## config.mk

```make
export PLATFORM = sky130hd
export DESIGN_NAME = ysyx_22051013_lsu
export DESIGN_NICKNAME = d
export VERILOG_FILES = /design/src/rtl/ysyx_22051013_lsu_pkg.sv /design/src/rtl/ysyx_22051013_lsu_ext.sv /design/src/rtl/ysyx_22051013_lsu.sv
export SDC_FILE = /design/constraint.sdc
export NUM_CORES = 1
export LEC_CHECK = 0
export CAP_MARGIN = 20
export CORE_UTILIZATION = 30
export DETAILED_ROUTE_END_ITERATION = 8
export GPL_ROUTABILITY_DRIVEN = 0
export SLEW_MARGIN = 10
export SYNTH_ARGS = -nofsm -noshare
export SYNTH_HDL_FRONTEND = slang
export SYNTH_SLANG_ARGS = --single-unit
```

## constraint.sdc

```tcl
create_clock -name clk -period 5.41 [get_ports clk]
set_input_delay 1.623 -clock clk [delete_from_list [all_inputs] [get_ports clk]]
set_output_delay 1.623 -clock clk [all_outputs]
set_load 0.01 [all_outputs]
```

## src/rtl/ysyx_22051013_lsu_pkg.sv

```systemverilog
`default_nettype none
// ============================================================================
// Module      : ysyx_22051013_lsu_pkg
// Description : Shared definitions for the LSU: lsu_op field positions,
//               access-size and FSM state encodings, byte-strobe helper and
//               the core-wide data/PC width macros.
// Revision    : 1.0 - initial release
// ============================================================================
`ifndef ysyx_22051013_DATA
`define ysyx_22051013_DATA 64
`endif
`ifndef ysyx_22051013_PC
`define ysyx_22051013_PC 64
`endif

package ysyx_22051013_lsu_pkg;

  // lsu_op field positions
  localparam int c_op_store_bit    = 3;
  localparam int c_op_unsigned_bit = 2;

  // Access size, lsu_op[1:0]
  typedef enum logic [1:0] {
    SZ_B = 2'd0,
    SZ_H = 2'd1,
    SZ_W = 2'd2,
    SZ_D = 2'd3
  } lsu_size_e;

  // FSM state encoding
  typedef enum logic [1:0] {
    ST_IDLE = 2'd0,
    ST_REQ  = 2'd1,
    ST_RSP  = 2'd2
  } lsu_state_e;

  // Byte strobes for an access of the given size at byte offset off.
  // Bits shifted past lane 7 are dropped.
  function automatic logic [7:0] lsu_wstrb(input lsu_size_e size, input logic [2:0] off);
    logic [7:0] base;
    case (size)
      SZ_B:    base = 8'h01;
      SZ_H:    base = 8'h03;
      SZ_W:    base = 8'h0F;
      default: base = 8'hFF;
    endcase
    return base << off;
  endfunction

endpackage

`default_nettype wire

```

## src/rtl/ysyx_22051013_lsu_ext.sv

```systemverilog
`default_nettype none
// ============================================================================
// Module      : ysyx_22051013_lsu_ext
// Description : Combinational load alignment: shifts the raw 64-bit read
//               word down by the byte offset, truncates to the access size
//               and sign- or zero-extends.
// Ports       : rdata       - raw read word
//               off         - byte offset within the word
//               size        - access size
//               is_unsigned - zero-extend instead of sign-extend (ignored for D)
//               result      - extended load value
// Revision    : 1.0 - initial release
// ============================================================================
module ysyx_22051013_lsu_ext
  import ysyx_22051013_lsu_pkg::*;
#(
  parameter int DATA_W = 64
) (
  input  logic [DATA_W-1:0] rdata,
  input  logic [2:0]        off,
  input  lsu_size_e         size,
  input  logic              is_unsigned,
  output logic [DATA_W-1:0] result
);

  logic [DATA_W-1:0] shifted;

  always_comb begin
    shifted = rdata >> {off, 3'b000};
    result  = shifted;
    case (size)
      SZ_B: result = is_unsigned ? {{(DATA_W-8){1'b0}}, shifted[7:0]}
                                 : {{(DATA_W-8){shifted[7]}}, shifted[7:0]};
      SZ_H: result = is_unsigned ? {{(DATA_W-16){1'b0}}, shifted[15:0]}
                                 : {{(DATA_W-16){shifted[15]}}, shifted[15:0]};
      SZ_W: result = is_unsigned ? {{(DATA_W-32){1'b0}}, shifted[31:0]}
                                 : {{(DATA_W-32){shifted[31]}}, shifted[31:0]};
      default: result = shifted;
    endcase
  end

endmodule

`default_nettype wire

```

## src/rtl/ysyx_22051013_lsu.sv

```systemverilog
`default_nettype none
// ============================================================================
// Module      : ysyx_22051013_lsu
// Description : Memory-access stage. Accepts a load/store from EXU, runs one
//               outstanding request on a valid/ready memory port, and returns
//               the aligned, extended load result registered on ls_rd_data.
//               ls_valid is the busy flag that stalls the pipeline.
// Ports       : clk, rst (sync, active-high)
//               lsu_en/lsu_op/lsu_addr/lsu_wdata - command from EXU
//               flush                            - pipeline flush from WBU
//               mem_req_*                        - request channel
//               mem_rsp_valid/mem_rsp_rdata      - response channel
//               ls_rd_data, ls_valid             - to WBU / hazard logic
//               lsu_misalign                     - only with macro below
// Config      : YSYX_22051013_LSU_MISALIGN_CHECK_EN - when defined, misaligned
//               accesses are trapped locally (no bus request, one-cycle
//               lsu_misalign pulse, ls_rd_data cleared).
// Revision    : 1.0 - initial release
// ============================================================================
module ysyx_22051013_lsu
  import ysyx_22051013_lsu_pkg::*;
#(
  parameter int ADDR_W = 64,
  parameter int DATA_W = 64
) (
  input  logic              clk,
  input  logic              rst,
  input  logic              lsu_en,
  input  logic [3:0]        lsu_op,
  input  logic [ADDR_W-1:0] lsu_addr,
  input  logic [DATA_W-1:0] lsu_wdata,
  input  logic              flush,
  output logic              mem_req_valid,
  input  logic              mem_req_ready,
  output logic [ADDR_W-1:0] mem_req_addr,
  output logic              mem_req_wen,
  output logic [DATA_W-1:0] mem_req_wdata,
  output logic [7:0]        mem_req_wstrb,
  input  logic              mem_rsp_valid,
  input  logic [DATA_W-1:0] mem_rsp_rdata,
  output logic [DATA_W-1:0] ls_rd_data,
  output logic              ls_valid
`ifdef YSYX_22051013_LSU_MISALIGN_CHECK_EN
  ,
  output logic              lsu_misalign
`endif
);

  lsu_state_e        state_q, state_d;
  logic [ADDR_W-1:0] addr_q, addr_d;
  logic [3:0]        op_q, op_d;
  logic [DATA_W-1:0] wdata_q, wdata_d;
  logic [7:0]        wstrb_q, wstrb_d;
  logic [DATA_W-1:0] rd_data_q, rd_data_d;
  logic              discard_q, discard_d;

  logic [2:0]        in_off;
  lsu_size_e         in_size;
  logic              in_misalign;
  logic [DATA_W-1:0] ext_result;

  assign in_off  = lsu_addr[2:0];
  assign in_size = lsu_size_e'(lsu_op[1:0]);

`ifdef YSYX_22051013_LSU_MISALIGN_CHECK_EN
  logic misalign_q, misalign_d;

  assign in_misalign = ((in_size == SZ_H) && in_off[0])
                     | ((in_size == SZ_W) && (in_off[1:0] != 2'b00))
                     | ((in_size == SZ_D) && (in_off != 3'b000));
  assign lsu_misalign = misalign_q;
`else
  assign in_misalign = 1'b0;
`endif

  ysyx_22051013_lsu_ext #(
    .DATA_W (DATA_W)
  ) u_ext (
    .rdata       (mem_rsp_rdata),
    .off         (addr_q[2:0]),
    .size        (lsu_size_e'(op_q[1:0])),
    .is_unsigned (op_q[c_op_unsigned_bit]),
    .result      (ext_result)
  );

  always_comb begin
    state_d   = state_q;
    addr_d    = addr_q;
    op_d      = op_q;
    wdata_d   = wdata_q;
    wstrb_d   = wstrb_q;
    rd_data_d = rd_data_q;
    discard_d = discard_q;
`ifdef YSYX_22051013_LSU_MISALIGN_CHECK_EN
    misalign_d = 1'b0;
`endif
    case (state_q)
      ST_IDLE: begin
        if (lsu_en && !flush) begin
          if (in_misalign) begin
            rd_data_d = '0;
`ifdef YSYX_22051013_LSU_MISALIGN_CHECK_EN
            misalign_d = 1'b1;
`endif
          end else begin
            addr_d    = lsu_addr;
            op_d      = lsu_op;
            wdata_d   = lsu_wdata << {in_off, 3'b000};
            wstrb_d   = lsu_wstrb(in_size, in_off);
            discard_d = 1'b0;
            state_d   = ST_REQ;
          end
        end
      end
      ST_REQ: begin
        if (mem_req_ready) begin
          // A flush coinciding with acceptance cannot recall the request;
          // the response is still awaited but its data is dropped.
          state_d   = ST_RSP;
          discard_d = flush;
        end else if (flush) begin
          state_d = ST_IDLE;
        end
      end
      ST_RSP: begin
        if (flush) begin
          discard_d = 1'b1;
        end
        if (mem_rsp_valid) begin
          state_d = ST_IDLE;
          if (!op_q[c_op_store_bit] && !discard_q && !flush) begin
            rd_data_d = ext_result;
          end
        end
      end
      default: state_d = ST_IDLE;
    endcase
  end

  always_ff @(posedge clk) begin
    if (rst) begin
      state_q   <= ST_IDLE;
      addr_q    <= '0;
      op_q      <= '0;
      wdata_q   <= '0;
      wstrb_q   <= '0;
      rd_data_q <= '0;
      discard_q <= 1'b0;
    end else begin
      state_q   <= state_d;
      addr_q    <= addr_d;
      op_q      <= op_d;
      wdata_q   <= wdata_d;
      wstrb_q   <= wstrb_d;
      rd_data_q <= rd_data_d;
      discard_q <= discard_d;
    end
  end

`ifdef YSYX_22051013_LSU_MISALIGN_CHECK_EN
  always_ff @(posedge clk) begin
    if (rst) begin
      misalign_q <= 1'b0;
    end else begin
      misalign_q <= misalign_d;
    end
  end
`endif

  assign mem_req_valid = (state_q == ST_REQ);
  assign mem_req_addr  = {addr_q[ADDR_W-1:3], 3'b000};
  assign mem_req_wen   = op_q[c_op_store_bit];
  assign mem_req_wdata = wdata_q;
  assign mem_req_wstrb = wstrb_q;
  assign ls_rd_data    = rd_data_q;

  // Busy drops in the response cycle so the WBU sees fresh ls_rd_data the
  // cycle the instruction arrives; forced low while reset is asserted.
  assign ls_valid = !rst && (((state_q == ST_IDLE) && lsu_en && !flush && !in_misalign)
                          || (state_q == ST_REQ)
                          || ((state_q == ST_RSP) && !mem_rsp_valid));

endmodule

`default_nettype wire

```

# == Word-level counts from Yosys, hierarchy flattened ==
# Cells that the tools add are included.
# Widths: inputs -> output; s select.
# word_totals
in_bits,202
elab_cells,59
out_inout_bits,203
regBits,207
# classes
reduce_logical,22
n_shift,3
eq_ne,11
n_mux,16
# op_table
operator,count
$mux 64,3
$pmux 64 s3,1
$shl 64x6->64,1
$shr 64x6->64,1
$pmux 8 s3,1
$mux 8,2
$mux 2,4
$shl 8x3->8,1
$logic_and 1x1->1,7
$eq 2x1->1 const B,3
$eq 2x2->1 const B,3
$logic_not 2->1,3
$ne 2x2->1 const B,3
$pmux 2 s3,1
$reduce_and 3->1,2
$logic_not 1->1,5
$reduce_and 4->1,1
$mux 1,3
$ne 3x2->1 const B,1
$pmux 1 s3,1
$reduce_bool 3->1,1
$logic_or 1x1->1,2
$ne 2x1->1 const B,1
$reduce_and 2->1,1

# == Logic depth before layout (Yosys ltp) ==
# logic_depth
word_depth,6
depth_mapped,9
mapped_depth_nobuf,7

# == By module ==
# From an unflattened synthesis, not the netlist that was laid out.
# hier_totals
cells_unflattened,1363
hier_area_um2,11477.3
# by_module_without_submodules
mod,instances,seq_area_each_um2,cells_each,area_per_inst_um2
ysyx_22051013_lsu,1,4144.0,1099,9177.6
ysyx_22051013_lsu_ext,1,0.0,264,2299.7

# == Worst setup path before layout ==
# OpenSTA, ideal clock, no wires.
# synth_path
kind,input to output
from,input flush
to,output ls_valid
path_slack_ns,0.967
n_path_buf,3
t_arrival_ns,2.820
required_ns,3.787
stages,6
cell_sequence,nand2b_1 or2_2 clkbuf_1 clkbuf_1 buf_1 a21oi_1
# synth_via
elab_chain_len,5
# synth_lines
element,line_no,source
"start, declared",ysyx_22051013_lsu.sv:32,"input logic flush,"
$logic_not 1->1,ysyx_22051013_lsu.sv:179,assign ls_valid = !rst && (((state_q == ST_IDLE) && lsu_en && !flush && !in_misalign)
$logic_and 1x1->1,ysyx_22051013_lsu.sv:179,
$logic_or 1x1->1,ysyx_22051013_lsu.sv:180,|| (state_q == ST_REQ)
$logic_or 1x1->1,ysyx_22051013_lsu.sv:181,|| ((state_q == ST_RSP) && !mem_rsp_valid));
$logic_and 1x1->1,ysyx_22051013_lsu.sv:179,
"end, declared",ysyx_22051013_lsu.sv:42,output logic ls_valid
# Every way passes these cells.

# == Final worst setup path ==
# Ends and elaborated chain as after synthesis.

==> key figures <==
Setup path
  • R2r startpoint: op_q[1]$_SDFFE_PP0P_
  • Startpoint types: primary input
  • Critical path class: in2out
  • CP Capture Type: primary output
  • Worst path required time: approximately 3.8 ns
  • CP startpoint: flush
  • CP arrival: between 3 and 4 ns
  • R2r worst-path depth: 5
  • Peak fanout along the critical path: 4

Clock network
  • Root buffer cell: clkbuf_16
  • Clock slew at reported path FFs: 0.05 ns
  • H-tree depth: 1
  • CTS sink cnt: 207
  • TritonCTS Buffers: 26
  • Quantity of gates resized following cts: 0
  • Clock Path Buffers: 3
  • CTS tree: done
  • Hold bufs inserted after CTS: 0
  • Skew-Pair Late Insertion Delay: about 0.54 ns
  • Setup Buffers After CTS: 0

Pwr
  • P_leak: ~5.4 nW
  • Max VDD drop: 0.000189 V
  • Pwr Density: between 200 and 300 nW/um^2
  • Design Power: between 4 and 5 mW

Timing
  • Fmax: 203 MHz
  • Pins Over Slew Limit: 0
  • Min Tclk post-route: 4.93 ns
  • Max-slew headroom: a little under a third
  • Clk_skew: 0.0193 ns
  • Final period util: slightly above 90%
  • Worst-Margin Slew: around 1.0 ns
  • RSZ-0062 raised after global routing: false
  • # setup viols final: 0
  • Hold Fails Final Rpt: 0
  • Setup TNS: 0 ns

Synthesis
  • Post-synthesis compound-gate area fraction: a little over a fifth
  • Share of the synthesized area in the top cell type: 36.3%
  • Syn_area_per_cell: ~8.6 um^2
  • Netlist Area Pre-Place: between 10,000 and 15,000 um^2
  • Synth Area in Simple Gates: 16.4%
  • Library cells used by synthesis: 53
  • Yosys top cell by area: dfxtp_1
  • Largest family of logic cells by synthesized area: compound AO/OA/AOI/OAI gates
  • Top cells by count, synth: 207 x dfxtp_1, 186 x nand2_1, 184 x nor2_1, 134 x a21oi_1, 81 x clkbuf_1
  • Seq/Total Area, Yosys: about 36%
  • Count leader, synth: dfxtp_1
  • Cells after Synth: around 1,300
  • Synth warnings: 0
  • Yosys reg bits: around 210
  • Post-synth EDFFs: 0
  • Ys async rst share: 0%
  • Multiplexer share of the synthesized area: 15.9%
  • Main synth FF type: dfxtp_1
  • Post-synthesis adder-cell area fraction: less than 1%
  • Top post-synthesis cells by area: dfxtp_1 36%, mux2i_1 6.5%, nand2_1 6.1%
  • Synth Area in XOR/XNOR: 0%

Hold path
  • Hold WC Path Type: reg2reg
  • Origin of the worst min-delay path: addr_q[51]$_SDFFE_PP0P_
  • WHS Path Cells: 2

Die
  • Die Wd: between 150 and 200 um
  • IO Pins: slightly above 400
  • Rows: just over 70
  • Core area: approximately 38,000 um^2
  • Starting density of the core: a little under a third
  • Die area: 38,800 um^2
  • Die height: roughly 200 um

Global routing
  • Global routing's busiest layer: met2
  • Initial antenna violation count: 0
  • Pin count of the biggest net entering global routing: between 80 and 90
  • Vias in the first global route: between 10,000 and 15,000
  • Grt met3 use: about 5.3%
  • Gr ovfl total: 0
  • Routing usage on met1: between 20% and 30%
  • First-pass GRT wire length: just over 60,000 um
  • Grt met2 use: 33.9%
  • All-layer global routing usage: 20.5%

Route
  • Routed vias: roughly 11,000
  • DR vias/cell: just over 5
  • WL/cell: 19.6 um
  • Pre-antenna DRT Iters: 7
  • Iteration-0 DRC Markers: about 580
  • Post-Route WL: slightly above 40,000 um
  • DRC: 0
  • DRT antenna net count: 0

Status
  • Status: finished, final reports clean

Layout
  • Layout cells sized above 1: between 10% and 20%
  • Final Core Density: a little over two fifths
  • Layout area overhead: 41.1%
  • # diodes: 0
  • Nets: approximately 1,800

Flow run
  • Max cap viols: 0

Placed design
  • I/O Buffers: between 400 and 500
  • Detail Placement HPWL: 30,300 um
==> cell usage in the layout, fill, tap and decap left out, types with 25 or more instances in the layout <==
cell	netlist	routed
clkdlybuf4s50_1	0	397
dfxtp_1	207	205
nand2_1	186	186
nor2_1	184	183
a21oi_1	134	134
a211oi_1	75	75
mux2i_1	74	74
a211oi_2	36	36
mux2_2	35	35
mux4_2	30	30
nor3_1	27	27
clkbuf_16	0	27
a22oi_1	25	25
==> report_power, final <==
part	total [mW]	internal, mW	switching (mW)	leakage (nW)
clock network	1.78	1.10	0.684	0.434
registers	1.67	1.61	0.0610	1.68
logic	0.991	0.481	0.510	3.26
==> metal layers <==
metal / up-vias / share of wire [%]
met5: - / 0
met4: 0 / 3.0
met3: 70 / 7.5
met2: 366 / 48
met1: 5097 / 42
li1: 5203 / -
==> state kept, by name (all words and copies together), names as in the netlist <==
register and count:
mem_req_wdata 64, state_q 2, mem_req_wstrb 8, ls_rd_data 64, addr_q 64, op_q 4
discard_q 1
==> final cells by class <==
type,count,area [um^2]
clock buffers,35,786
clock inverters,8,95.1
fillers,3654,21500
inverters,8,30.0
multi-input cells,929,6240
flip-flops and latches,207,4150
well taps,511,639
repair buffers,418,4160
==> path summary, 6_finish.rpt <==
path,slack [ns],endpoint
worst max-delay path,0.48,ls_valid
worst min-delay path,0.45,addr_q[51]$_SDFFE_PP0P_
worst max register to register,2.41,ls_rd_data[59]$_SDFFE_PP0P_
worst min register to register,0.45,addr_q[51]$_SDFFE_PP0P_
==> cell families after synthesis <==
| kind of cell | after synthesis |
|---|---|
| and+or+nand+nor | 448 |
| muxes | 139 |
| AOI/OAI and AO/OA | 335 |
| adders and majority gates | 4 |
| DFF | 207 |
| other | 1 |
| buffers and inverters | 194 |
==> critical path, stage by stage <==
cell and delay (ns):
clkdlybuf4s50_1 0.48, nand2b_1 0.25, or2_4 0.26, a21oi_1 0.13, clkdlybuf4s50_1 0.56
==> through the flow <==
step	instances	hold WS, ns	worst slack, ns	area, um^2
after floorplan	1330	0.437	0.967	11400
after CTS	2116	0.454	0.476	16100
final	2116	0.451	0.482	16100
after global routing	2116	0.474	0.405	16100
after global placement	2073	0.442	0.452	15200
after detailed placement	2073	0.446	0.486	15200
No activity file was read; power rests on OpenSTA's default activity.
